==> src/rtl/audio_vol_ramp.sv <==
`default_nettype none
// ============================================================================
// Module      : audio_vol_ramp
// Description : Stereo volume control with a per-sample linear volume ramp
//               toward a (mutable) target, a two-stage scale/saturate
//               pipeline, and a registered decimal volume readout.
// Revision    : 1.0 - initial release
// ============================================================================
module audio_vol_ramp #(
    parameter int DATA_W  = 16,
    parameter int VOL_W   = 12,
    parameter int FRAC    = 11,
    parameter int STEP    = 8,
    parameter int VOL_RST = 0
) (
    input  logic              clk,
    input  logic              rst_n,
    input  logic              vld_in,
    input  logic [DATA_W-1:0] lft_in,
    input  logic [DATA_W-1:0] rht_in,
    input  logic [VOL_W-1:0]  vol_tgt,
    input  logic              mute,
    output logic [DATA_W-1:0] lft_out,
    output logic [DATA_W-1:0] rht_out,
    output logic              vld_out,
    output logic [VOL_W-1:0]  vol_cur,
    output logic [7:0]        vol_dec,
    output logic              sat
);

    // Product width: signed sample times a zero-extended (hence positive) volume.
    localparam int c_pw = DATA_W + VOL_W + 1;

    localparam logic [1:0] c_st_hold = 2'd0;
    localparam logic [1:0] c_st_up   = 2'd1;
    localparam logic [1:0] c_st_down = 2'd2;

    localparam logic [VOL_W:0]   c_step    = (VOL_W+1)'(STEP);
    localparam logic [VOL_W-1:0] c_vol_rst = VOL_W'(VOL_RST);

    localparam logic signed [c_pw-1:0] c_sat_max = {{(c_pw-DATA_W+1){1'b0}}, {(DATA_W-1){1'b1}}};
    localparam logic signed [c_pw-1:0] c_sat_min = {{(c_pw-DATA_W+1){1'b1}}, {(DATA_W-1){1'b0}}};

    // Display value: (vol*100) >> FRAC, clamped to 8 bits.
    function automatic logic [7:0] f_dec(input logic [VOL_W-1:0] v);
        logic [VOL_W+6:0] p;
        p = (VOL_W+7)'(v) * (VOL_W+7)'(100);
        p = p >> FRAC;
        return (|p[VOL_W+6:8]) ? 8'hFF : p[7:0];
    endfunction

    logic [VOL_W-1:0] r_vol;
    logic [7:0]       r_vol_dec;
    logic             r_v1;
    logic signed [c_pw-1:0] r_prod_l;
    logic signed [c_pw-1:0] r_prod_r;
    logic [DATA_W-1:0] r_lft;
    logic [DATA_W-1:0] r_rht;
    logic              r_vld;
    logic              r_sat;

    logic [VOL_W-1:0] w_tgt;
    logic [1:0]       w_state;
    logic [VOL_W:0]   w_up_sum;
    logic [VOL_W:0]   w_dn_dif;
    logic [VOL_W-1:0] w_vol_nxt;
    logic signed [c_pw-1:0] w_lft_x;
    logic signed [c_pw-1:0] w_rht_x;
    logic signed [c_pw-1:0] w_vol_x;
    logic signed [c_pw-1:0] w_sh_l;
    logic signed [c_pw-1:0] w_sh_r;
    logic w_hi_l, w_lo_l, w_hi_r, w_lo_r;

    assign w_tgt = mute ? '0 : vol_tgt;

    // Ramp direction is re-derived every cycle, so target changes take effect immediately.
    always_comb begin
        w_state = c_st_hold;
        if (r_vol < w_tgt)
            w_state = c_st_up;
        else if (r_vol > w_tgt)
            w_state = c_st_down;
    end

    // Next volume: one STEP toward the target, clamped so it never overshoots or wraps.
    always_comb begin
        w_up_sum  = {1'b0, r_vol} + c_step;
        w_dn_dif  = {1'b0, r_vol} - c_step;
        w_vol_nxt = r_vol;
        case (w_state)
            c_st_up:
                w_vol_nxt = (w_up_sum > {1'b0, w_tgt}) ? w_tgt : w_up_sum[VOL_W-1:0];
            c_st_down:
                w_vol_nxt = (w_dn_dif[VOL_W] || (w_dn_dif < {1'b0, w_tgt})) ? w_tgt : w_dn_dif[VOL_W-1:0];
            default:
                w_vol_nxt = r_vol;
        endcase
    end

    // Volume advances only on accepted samples.
    always_ff @(posedge clk or negedge rst_n) begin
        if (!rst_n)
            r_vol <= c_vol_rst;
        else if (vld_in)
            r_vol <= w_vol_nxt;
    end

    // Display value tracks vol_cur one cycle later.
    always_ff @(posedge clk or negedge rst_n) begin
        if (!rst_n)
            r_vol_dec <= f_dec(c_vol_rst);
        else
            r_vol_dec <= f_dec(r_vol);
    end

    assign w_lft_x = {{(VOL_W+1){lft_in[DATA_W-1]}}, lft_in};
    assign w_rht_x = {{(VOL_W+1){rht_in[DATA_W-1]}}, rht_in};
    assign w_vol_x = {{DATA_W{1'b0}}, 1'b0, r_vol};

    // Stage 1: multiply by the pre-update volume of the accepting cycle.
    always_ff @(posedge clk or negedge rst_n) begin
        if (!rst_n) begin
            r_v1     <= 1'b0;
            r_prod_l <= '0;
            r_prod_r <= '0;
        end else begin
            r_v1 <= vld_in;
            if (vld_in) begin
                r_prod_l <= w_lft_x * w_vol_x;
                r_prod_r <= w_rht_x * w_vol_x;
            end
        end
    end

    assign w_sh_l = r_prod_l >>> FRAC;
    assign w_sh_r = r_prod_r >>> FRAC;
    assign w_hi_l = (w_sh_l > c_sat_max);
    assign w_lo_l = (w_sh_l < c_sat_min);
    assign w_hi_r = (w_sh_r > c_sat_max);
    assign w_lo_r = (w_sh_r < c_sat_min);

    // Stage 2: floor-shift, clip to the sample range, hold results between strobes.
    always_ff @(posedge clk or negedge rst_n) begin
        if (!rst_n) begin
            r_vld <= 1'b0;
            r_lft <= '0;
            r_rht <= '0;
            r_sat <= 1'b0;
        end else begin
            r_vld <= r_v1;
            if (r_v1) begin
                r_lft <= w_hi_l ? c_sat_max[DATA_W-1:0] : (w_lo_l ? c_sat_min[DATA_W-1:0] : w_sh_l[DATA_W-1:0]);
                r_rht <= w_hi_r ? c_sat_max[DATA_W-1:0] : (w_lo_r ? c_sat_min[DATA_W-1:0] : w_sh_r[DATA_W-1:0]);
                r_sat <= w_hi_l | w_lo_l | w_hi_r | w_lo_r;
            end
        end
    end

    assign lft_out = r_lft;
    assign rht_out = r_rht;
    assign vld_out = r_vld;
    assign sat     = r_sat;
    assign vol_cur = r_vol;
    assign vol_dec = r_vol_dec;

endmodule
`default_nettype wire

==> config.mk <==
export PLATFORM = sky130hd
export DESIGN_NAME = audio_vol_ramp
export DESIGN_NICKNAME = d
export VERILOG_FILES = /design/src/rtl/audio_vol_ramp.sv
export SDC_FILE = /design/constraint.sdc
export NUM_CORES = 1
export LEC_CHECK = 0
export BUFFER_PORTS_ARGS = -buffer_cell sky130_fd_sc_hd__buf_2
export CAP_MARGIN = 20
export CELL_PAD_IN_SITES_DETAIL_PLACEMENT = 1
export CELL_PAD_IN_SITES_GLOBAL_PLACEMENT = 2
export CORE_MARGIN = 2
export CORE_UTILIZATION = 25
export CTS_BUF_LIST = sky130_fd_sc_hd__clkbuf_8 sky130_fd_sc_hd__clkbuf_16
export DETAILED_ROUTE_END_ITERATION = 7
export GPL_TIMING_DRIVEN = 0
export PLACE_DENSITY = 0.67
export SLEW_MARGIN = 0
export SYNTH_ARGS = -nofsm -noshare
export SYNTH_HDL_FRONTEND = slang
export SYNTH_SLANG_ARGS = --single-unit
==> constraint.sdc <==
create_clock -name clk -period 5.2 [get_ports clk]
set_clock_uncertainty 0.1 [all_clocks]
set_input_delay 1.04 -clock clk [delete_from_list [all_inputs] [get_ports clk]]
set_output_delay 1.04 -clock clk [all_outputs]
set_load 0.01 [all_outputs]
==> results.md, run 1 <==
- DP HPWL: roughly 56,000 um
- Crit path kind: in -> reg
- Crit path capture type: flop
- # DRC: 0
- Die Ht: roughly 290 um
- Syn avg cell area: between 8 and 9 sq um
- Die W: 288 um
- Rel. slew slack: 0.422
- Total GRT Usage: 0.172
- Vias: approximately 16,000
- Arr. time, crit path: ~6.4 ns
- Final ANT Viol Nets: 0
- R2R Setup Slk: -0.95 ns
- Drt wl/cell: 19.2 um
- Grt ovf: 0
- RSZ-0062 raised after global routing: yes
- Root buffer cell: clkbuf_16
- CTS Sinks: 91
- Final setup fails: 36
- Met3 WL: between 2000 and 2500 um
- Initial cell density of the core: 0.251
- Nets: 3,118
- Row count: between 100 and 150
- # port buffers: just over 100
- First-pass GRT wire length: around 110,000 um
- R2r endpoint: r_prod_r[25]
- Worst slew pin tran: between 0.8 and 0.9 ns
- Initial antenna violation count: 8
- Largest net degree at the start of global routing: 72
- Initial DRT Pass Iterations: 6
- Seq/Total Area, Yosys: 0.113
- Min cycle time layout: 6.18 ns
- Mapped Cells: ~2,300
- Area delta synth->final: 23.6%
- Final wirelength: 68,500 um
- WP data required: ~5.4 ns
- Hold_buf cts: 0
- Final slew viol count: 0
- Synth Register Bits: approximately 90
- Worst-Skew Late Latency: between 0.3 and 0.4 ns
- Main synth FF type: dfrtp_1
- Die ar.: about 0.083 sq mm
- CTS tree: done
- Number of flops mapped to enable cells by yosys: 0
- Hold depth: 0
- Period utilisation layout: 1.19
- Max-cap violations: 0
- FFs w/ async S/R, synth: 1.00
- Final hold violation count: 0
- Most common cell after layout, fill and taps aside: inv_1
- Final setup TNS: -24.27 ns
- Synth Net Count: slightly below 3,000
- Reg clk slew, reported paths: about 0.08 ns
- Unique masters post-synth: 68
- Vias in the first global route: about 18,000
- Core Region: around 0.080 sq mm
- DR iter-0 viols: 700
- Violations in the final reports: negative setup slack
- CP Max Fanout: 5
- Hold Path Sink: vld_out
- Worst r2r path cells: 22
- Met1 WL: ~30,000 um
- Num ports: roughly 100
- Routed wire length on met2: between 30,000 and 40,000 um
- Share of cells above drive strength 1: 0.200
- Min-delay src: r_v1
- Worst r2r src: vol_cur[7]
- PnR worst setup slack: -0.982 ns
- Max Used Layer: met4
- Mapped cell area: a little over 0.02 sq mm
- Number of clock buffers inserted by TritonCTS: 9
- Min-Delay Path Class: reg -> reg
- Max Buffers Root-to-Sink: 2
- CTS H-tree depth: 3
- Final GP Congestion: about 0.83
- Outcome: complete, but fails checks
- Commonest non-fill, non-tap cells in the layout: inv_1 (515), fa_1 (339), nand2_1 (294)
- CP Launch Type: input pin
- Peak Freq: ~160 MHz
- Vias/cell: approximately 4.5
- Yosys warns: 0
[cells by family (layout without fill, tap and decap cells)]
kind of cell | Yosys count | in the layout | synth area share
buf+inv | 658 | 869 | 0.123
other cells | 0 | 1 | 0
flops | 91 | 91 | 0.113
simple gates | 665 | 665 | 0.156
mux | 27 | 27 | 0.0149
fa+ha+maj | 564 | 564 | 0.485
compound gates | 239 | 239 | 0.0833
xor+xnor | 56 | 56 | 0.0244
[cell usage after synthesis, drive strengths merged, types with 8 or more instances]
master	n	area (sq um)
a211o	8	70.1
a21o	23	173
a21oi	40	208
a31oi	17	113
and2	178	1110
buf	8	40.0
clkbuf	110	413
dfrtp	91	2280
fa	360	7210
ha	204	2550
inv	540	2030
mux2	23	259
nand2	306	1150
nand3	14	70.1
nand4	15	93.8
nor2	97	364
nor3	18	95.1
o211ai	38	295
o21a	12	90.1
o21ai	48	240
or3	9	61.3
xnor2	40	350
xor2	16	140
[layer usage]
layer / GRT usage / vias to the layer above
li1: - / 7395
met2: 0.301 / 226
met3: 0.0135 / 74
met1: 0.227 / 8461
met5: 0 / -
met4: 0.0449 / 0
[critical path: stages]
cell and delay (ns):
buf_8 0.10, buf_8 0.11, and2_4 0.15, fa_1 0.50, inv_1 0.05, fa_1 0.54, inv_2 0.05, fa_1 0.47
inv_1 0.05, fa_1 0.49, inv_2 0.04, fa_2 0.56, ha_4 0.22, a2111o_1 0.41, a41oi_4 0.28, or3_4 0.24
a311oi_4 0.14, o211ai_4 0.30, buf_4 0.17, a31oi_4 0.09, or3_1 0.33, nand3_1 0.09
[flip-flops by register name, summed over array words and instances, names as in the netlist]
name,count
r_prod_l,18
r_prod_r,18
lft_out,16
rht_out,16
vol_cur,12
vol_dec,8
r_v1,1
sat,1
vld_out,1
[how the worst max path moves through the flow]
stage | startpoint | depth (start not counted) | end
after floorplan | rht_in[10] | 20 | r_prod_r[27]
after global placement | vol_cur[3] | 21 | r_prod_r[27]
after CTS | rht_in[6] | 21 | r_prod_r[27]
after global routing | rht_in[6] | 22 | r_prod_r[26]
after detailed placement | vol_cur[3] | 21 | r_prod_r[27]
final | rht_in[6] | 22 | r_prod_r[26]
[repair_timing]
item | 4_1_cts | 5_1_grt
gates resized for setup | 247 | 145
buffers inserted | 47 | 48
pin swaps | 84 | 95
gates cloned | 0 | 0
endpoints found under the setup margin | 48 | 36
[area by class of cell]
cell class	instances	area [sq um]
fill	9379	55300
multi-input combinational	1551	16300
sequential	91	2290
inverter	540	2040
timing repair buffer	197	1490
tap	1060	1330
buffer	116	1070
clock buffer	9	225
clock inverter	7	76.3
antenna	1	2.50
[per-stage QoR]
stage | hold WS (ns) | worst slack [ns] | cell area (sq um) | cells | utilization
5_1_grt | 0.311 | -1.13 | 24900 | 3571 | 0.310
3_5_place_dp | 0.282 | -2.42 | 22500 | 3462 | 0.280
4_1_cts | 0.300 | -0.982 | 24100 | 3525 | 0.301
6_report | 0.305 | -0.982 | 24900 | 3572 | 0.310
2_1_floorplan | 0.252 | -0.875 | 20600 | 2300 | -
3_3_place_gp | 0.263 | -2.49 | 22400 | 3461 | 0.280
Power of run 1 is left out: the tool's default activity adds up to more than one toggle a clock period on the data nets, which glitch-free logic cannot reach.
==> run 2, diff against run 1 <==
ABC_AREA = 1   (was unset)
CORE_UTILIZATION = 38   (was 25)
PLACE_DENSITY = 0.92   (was 0.67)
clock period = 5.7 ns   (was 5.2 ns; I/O delays follow)
==> run 2 against run 1 <==
Highest routed layer unchanged. Synthesized cell count rose by 23%. Global-route usage rose by 8.7 points. First-iteration DRC count grew 33%. Count of clock-buffer cells in the layout is the same. Via count up 15%. Critical path depth up 1. Cell area down 1.8%. The flow now finishes without violations. Register-to-register slack better by 1.0 ns. Sequential share of layout area rose by 0.16 points. Wire length increased by 5.7%. Sequential cell count stayed put. Cell count up 4.2%.
==> results.md, run 2 <==
- Area delta synth->final: 15.8% (was 23.6%)
- Reg area: 0.00229 sq mm (about the same)
- Footprint of the multi-input gates: 0.0164 sq mm (was 0.0163 sq mm)
- DR iter-0 viols: 931 (was 700)
- Share of cells above drive strength 1: 0.147 (was 0.200)
- Period utilisation layout: 0.989
- Most common cell after layout, fill and taps aside: inv_1 (unchanged)
- Initial DRT Pass Iterations: 5 (was 6)
- Reg clk slew, reported paths: 0.07 ns (was 0.08 ns)
- Post-route design area: 0.0244 sq mm (was 0.0249 sq mm)
- Vias/cell: 5.00 (was 4.52)
- Unique masters post-synth: 39 (was 68)
- Grt ovf: 0 (unchanged)
- Drt wl/cell: 19.4 um (was 19.2 um)
- # port buffers: 101 (unchanged)
- Crit path capture type: flop (unchanged)
- Die W: 240 um (was 288 um)
- Most frequent cell after synthesis: inv_1 (unchanged)
- Largest registers: r_prod_l x18, r_prod_r x18 (unchanged)
- Vias: 18,612 (was 16,156)
- Initial antenna violation count: 1 (was 8)
- Hold_ws: 0.378 ns (was 0.305 ns)
- Core Region: 0.0550 sq mm (was 0.0802 sq mm)
- Outcome: finished, final reports clean (was complete, but fails checks)
- Area contributors post-synth: fa_1 (34%), inv_1 (14%), nand2_1 (13%) (was fa_1 (36%), ha_1 (13%), dfrtp_1 (11%))
- Number of flops mapped to enable cells by yosys: 0 (unchanged)
- Placed instance area: 0.0226 sq mm (was 0.0225 sq mm)
- Seq/Total Area, Yosys: 0.108 (was 0.113)
- Main synth FF type: dfrtp_1 (unchanged)
- CTS tree: done (unchanged)
- WP data required: 5.84 ns (was 5.43 ns)
- CP Max Fanout: 4 (was 5)
- RSZ-0062 raised after global routing: yes (unchanged)
- Final setup TNS: 0 ns (was -24.27 ns)
- Initial cell density of the core: 0.383 (was 0.251)
- Synth Register Bits: 91 (unchanged)
- DP HPWL: 59,500 um (was 56,000 um)
- CP Launch Type: input pin (unchanged)
- Rel. slew slack: 0.469 (was 0.422)
- Die Ht: 240 um (was 288 um)
- Filler cell count: 6,778 (was 9,379)
- Post-synth top cells: inv_1 (789), nand2_1 (753), fa_1 (360) (was inv_1 (540), fa_1 (360), nand2_1 (306))
- CTS H-tree depth: 3 (unchanged)
- Total GRT Usage: 0.259 (was 0.172)
- Syn avg cell area: 7.45 sq um (was 8.75 sq um)
- Min cycle time layout: about 5.6 ns
- Final setup fails: 0 (was 36)
- Crit path kind: in -> reg (unchanged)
- Synth Net Count: 3,441 (was 2,912)
- Commonest non-fill, non-tap cells in the layout: inv_1 (764), nand2_1 (719), fa_1 (349) (was inv_1 (515), fa_1 (339), nand2_1 (294))
- Max Buffers Root-to-Sink: 2 (unchanged)
- # DRC: 0 (unchanged)
- Pre-CTS WS: -1.26 ns (was -2.42 ns)
- CTS Sinks: 91 (unchanged)
- Arr. time, crit path: 5.78 ns (was 6.41 ns)
- Row count: 86 (was 104)
- Number of clock buffers inserted by TritonCTS: 9 (unchanged)
- Largest net degree at the start of global routing: 72 (unchanged)
- Die ar.: 0.0574 sq mm (was 0.0827 sq mm)
- PnR worst setup slack: 0.0603 ns (was -0.982 ns)
- Final slew viol count: 0 (unchanged)
- Post-synth top area cell: fa_1 (unchanged)
- Final ANT Viol Nets: 0 (unchanged)
- Root buffer cell: clkbuf_16 (unchanged)
- Vias in the first global route: 21,323 (was 18,426)
- Synth top area share: 0.342 (was 0.358)
- Nets: 3,579 (was 3,118)
- Peak Freq: ~180 MHz
- Worst slew pin tran: 0.796 ns (was 0.866 ns)
- Max-cap violations: 0 (unchanged)
- Num ports: 102 (unchanged)
- Mapped cell area: 0.0211 sq mm (was 0.0201 sq mm)
- Min-Delay Path Class: reg -> reg (unchanged)
- Worst-Skew Late Latency: 0.39 ns (about the same)
- Mapped Cells: 2,829 (was 2,300)
- FFs w/ async S/R, synth: 1.00 (unchanged)
- Yosys warns: 0 (unchanged)
- Final wirelength: 72,400 um (was 68,500 um)
- Final hold violation count: 0 (unchanged)
- First-pass GRT wire length: 114,000 um (was 108,000 um)
- Final GP Congestion: 0.903 (was 0.829)
## run 2: final timing paths
path | startpoint | endpoint | slack [ns] | depth (start not counted)
worst max-delay path | lft_in[15] | r_prod_l[27] | 0.06 | 23
worst min-delay path | lft_out[15] | lft_out[15] | 0.38 | 2
worst max register to register | vol_cur[10] | r_prod_l[27] | 0.09 | 21
worst min register to register | lft_out[15] | lft_out[15] | 0.38 | 2
max in group asynchronous | rst_n | lft_out[0] | 4.23 | 2
min in group asynchronous | rst_n | vol_cur[2] | 0.54 | 1
## run 2: what timing repair did
item / in CTS / in global routing
setup buffers: 19 / 15
hold buffers: 0 / 0
endpoints found under the setup margin: 36 / 36
cloned: 1 / 1
resized for setup: 201 / 226
pin swaps: 22 / 62
## run 2: through the flow
step / cells / utilization
after global placement: 3678 / 0.410
after CTS: 3710 / 0.428
after floorplan: 2829 / -
after detailed placement: 3679 / 0.411
final: 3721 / 0.444
after global routing: 3721 / 0.444
## run 2: metal layers
| metal | up-vias | track usage | share of wire |
|---|---|---|---|
| li1 | 8504 | - | - |
| met3 | 150 | 0.0251 | 0.040 |
| met5 | - | 0 | 0 |
| met1 | 9563 | 0.309 | 0.40 |
| met2 | 395 | 0.477 | 0.52 |
| met4 | 0 | 0.103 | 0.042 |
## run 2: layout make-up
class / count / share of cell area
antenna: 1 / 0.000103
buffer: 88 / 0.0253
clock buffer: 9 / 0.00923
clock inverter: 7 / 0.00287
inverter: 791 / 0.122
multi-input combinational: 1848 / 0.674
sequential: 91 / 0.0938
tap: 748 / 0.0383
timing repair buffer: 138 / 0.0347
## run 2: worst max-delay path: stages
cell and delay (ns):
buf_8 0.11, clkbuf_4 0.16, buf_4 0.14, nand2_1 0.05, inv_1 0.05, fa_2 0.60
inv_1 0.07, fa_1 0.53, inv_1 0.06, fa_2 0.44, fa_1 0.49, inv_1 0.06
fa_1 0.53, inv_1 0.07, ha_4 0.28, a21oi_4 0.14, o21bai_1 0.11, a21oi_2 0.18
nand2_1 0.09, a21oi_2 0.18, nand3_1 0.12, nand3_1 0.11, o21ai_1 0.08
## run 2: cells by family (layout without fill, tap and decap cells)
family	after synthesis	after routing	share of synthesized area
AO/OA/AOI/OAI	188	188	0.0489
XOR/XNOR	40	40	0.0166
adder cells (fa/ha/maj)	564	564	0.463
buffers and inverters	890	1033	0.159
flip-flops	91	91	0.108
other	0	1	0
AND/OR/NAND/NOR	1056	1056	0.204
Power of run 2 is left out for the same reason.
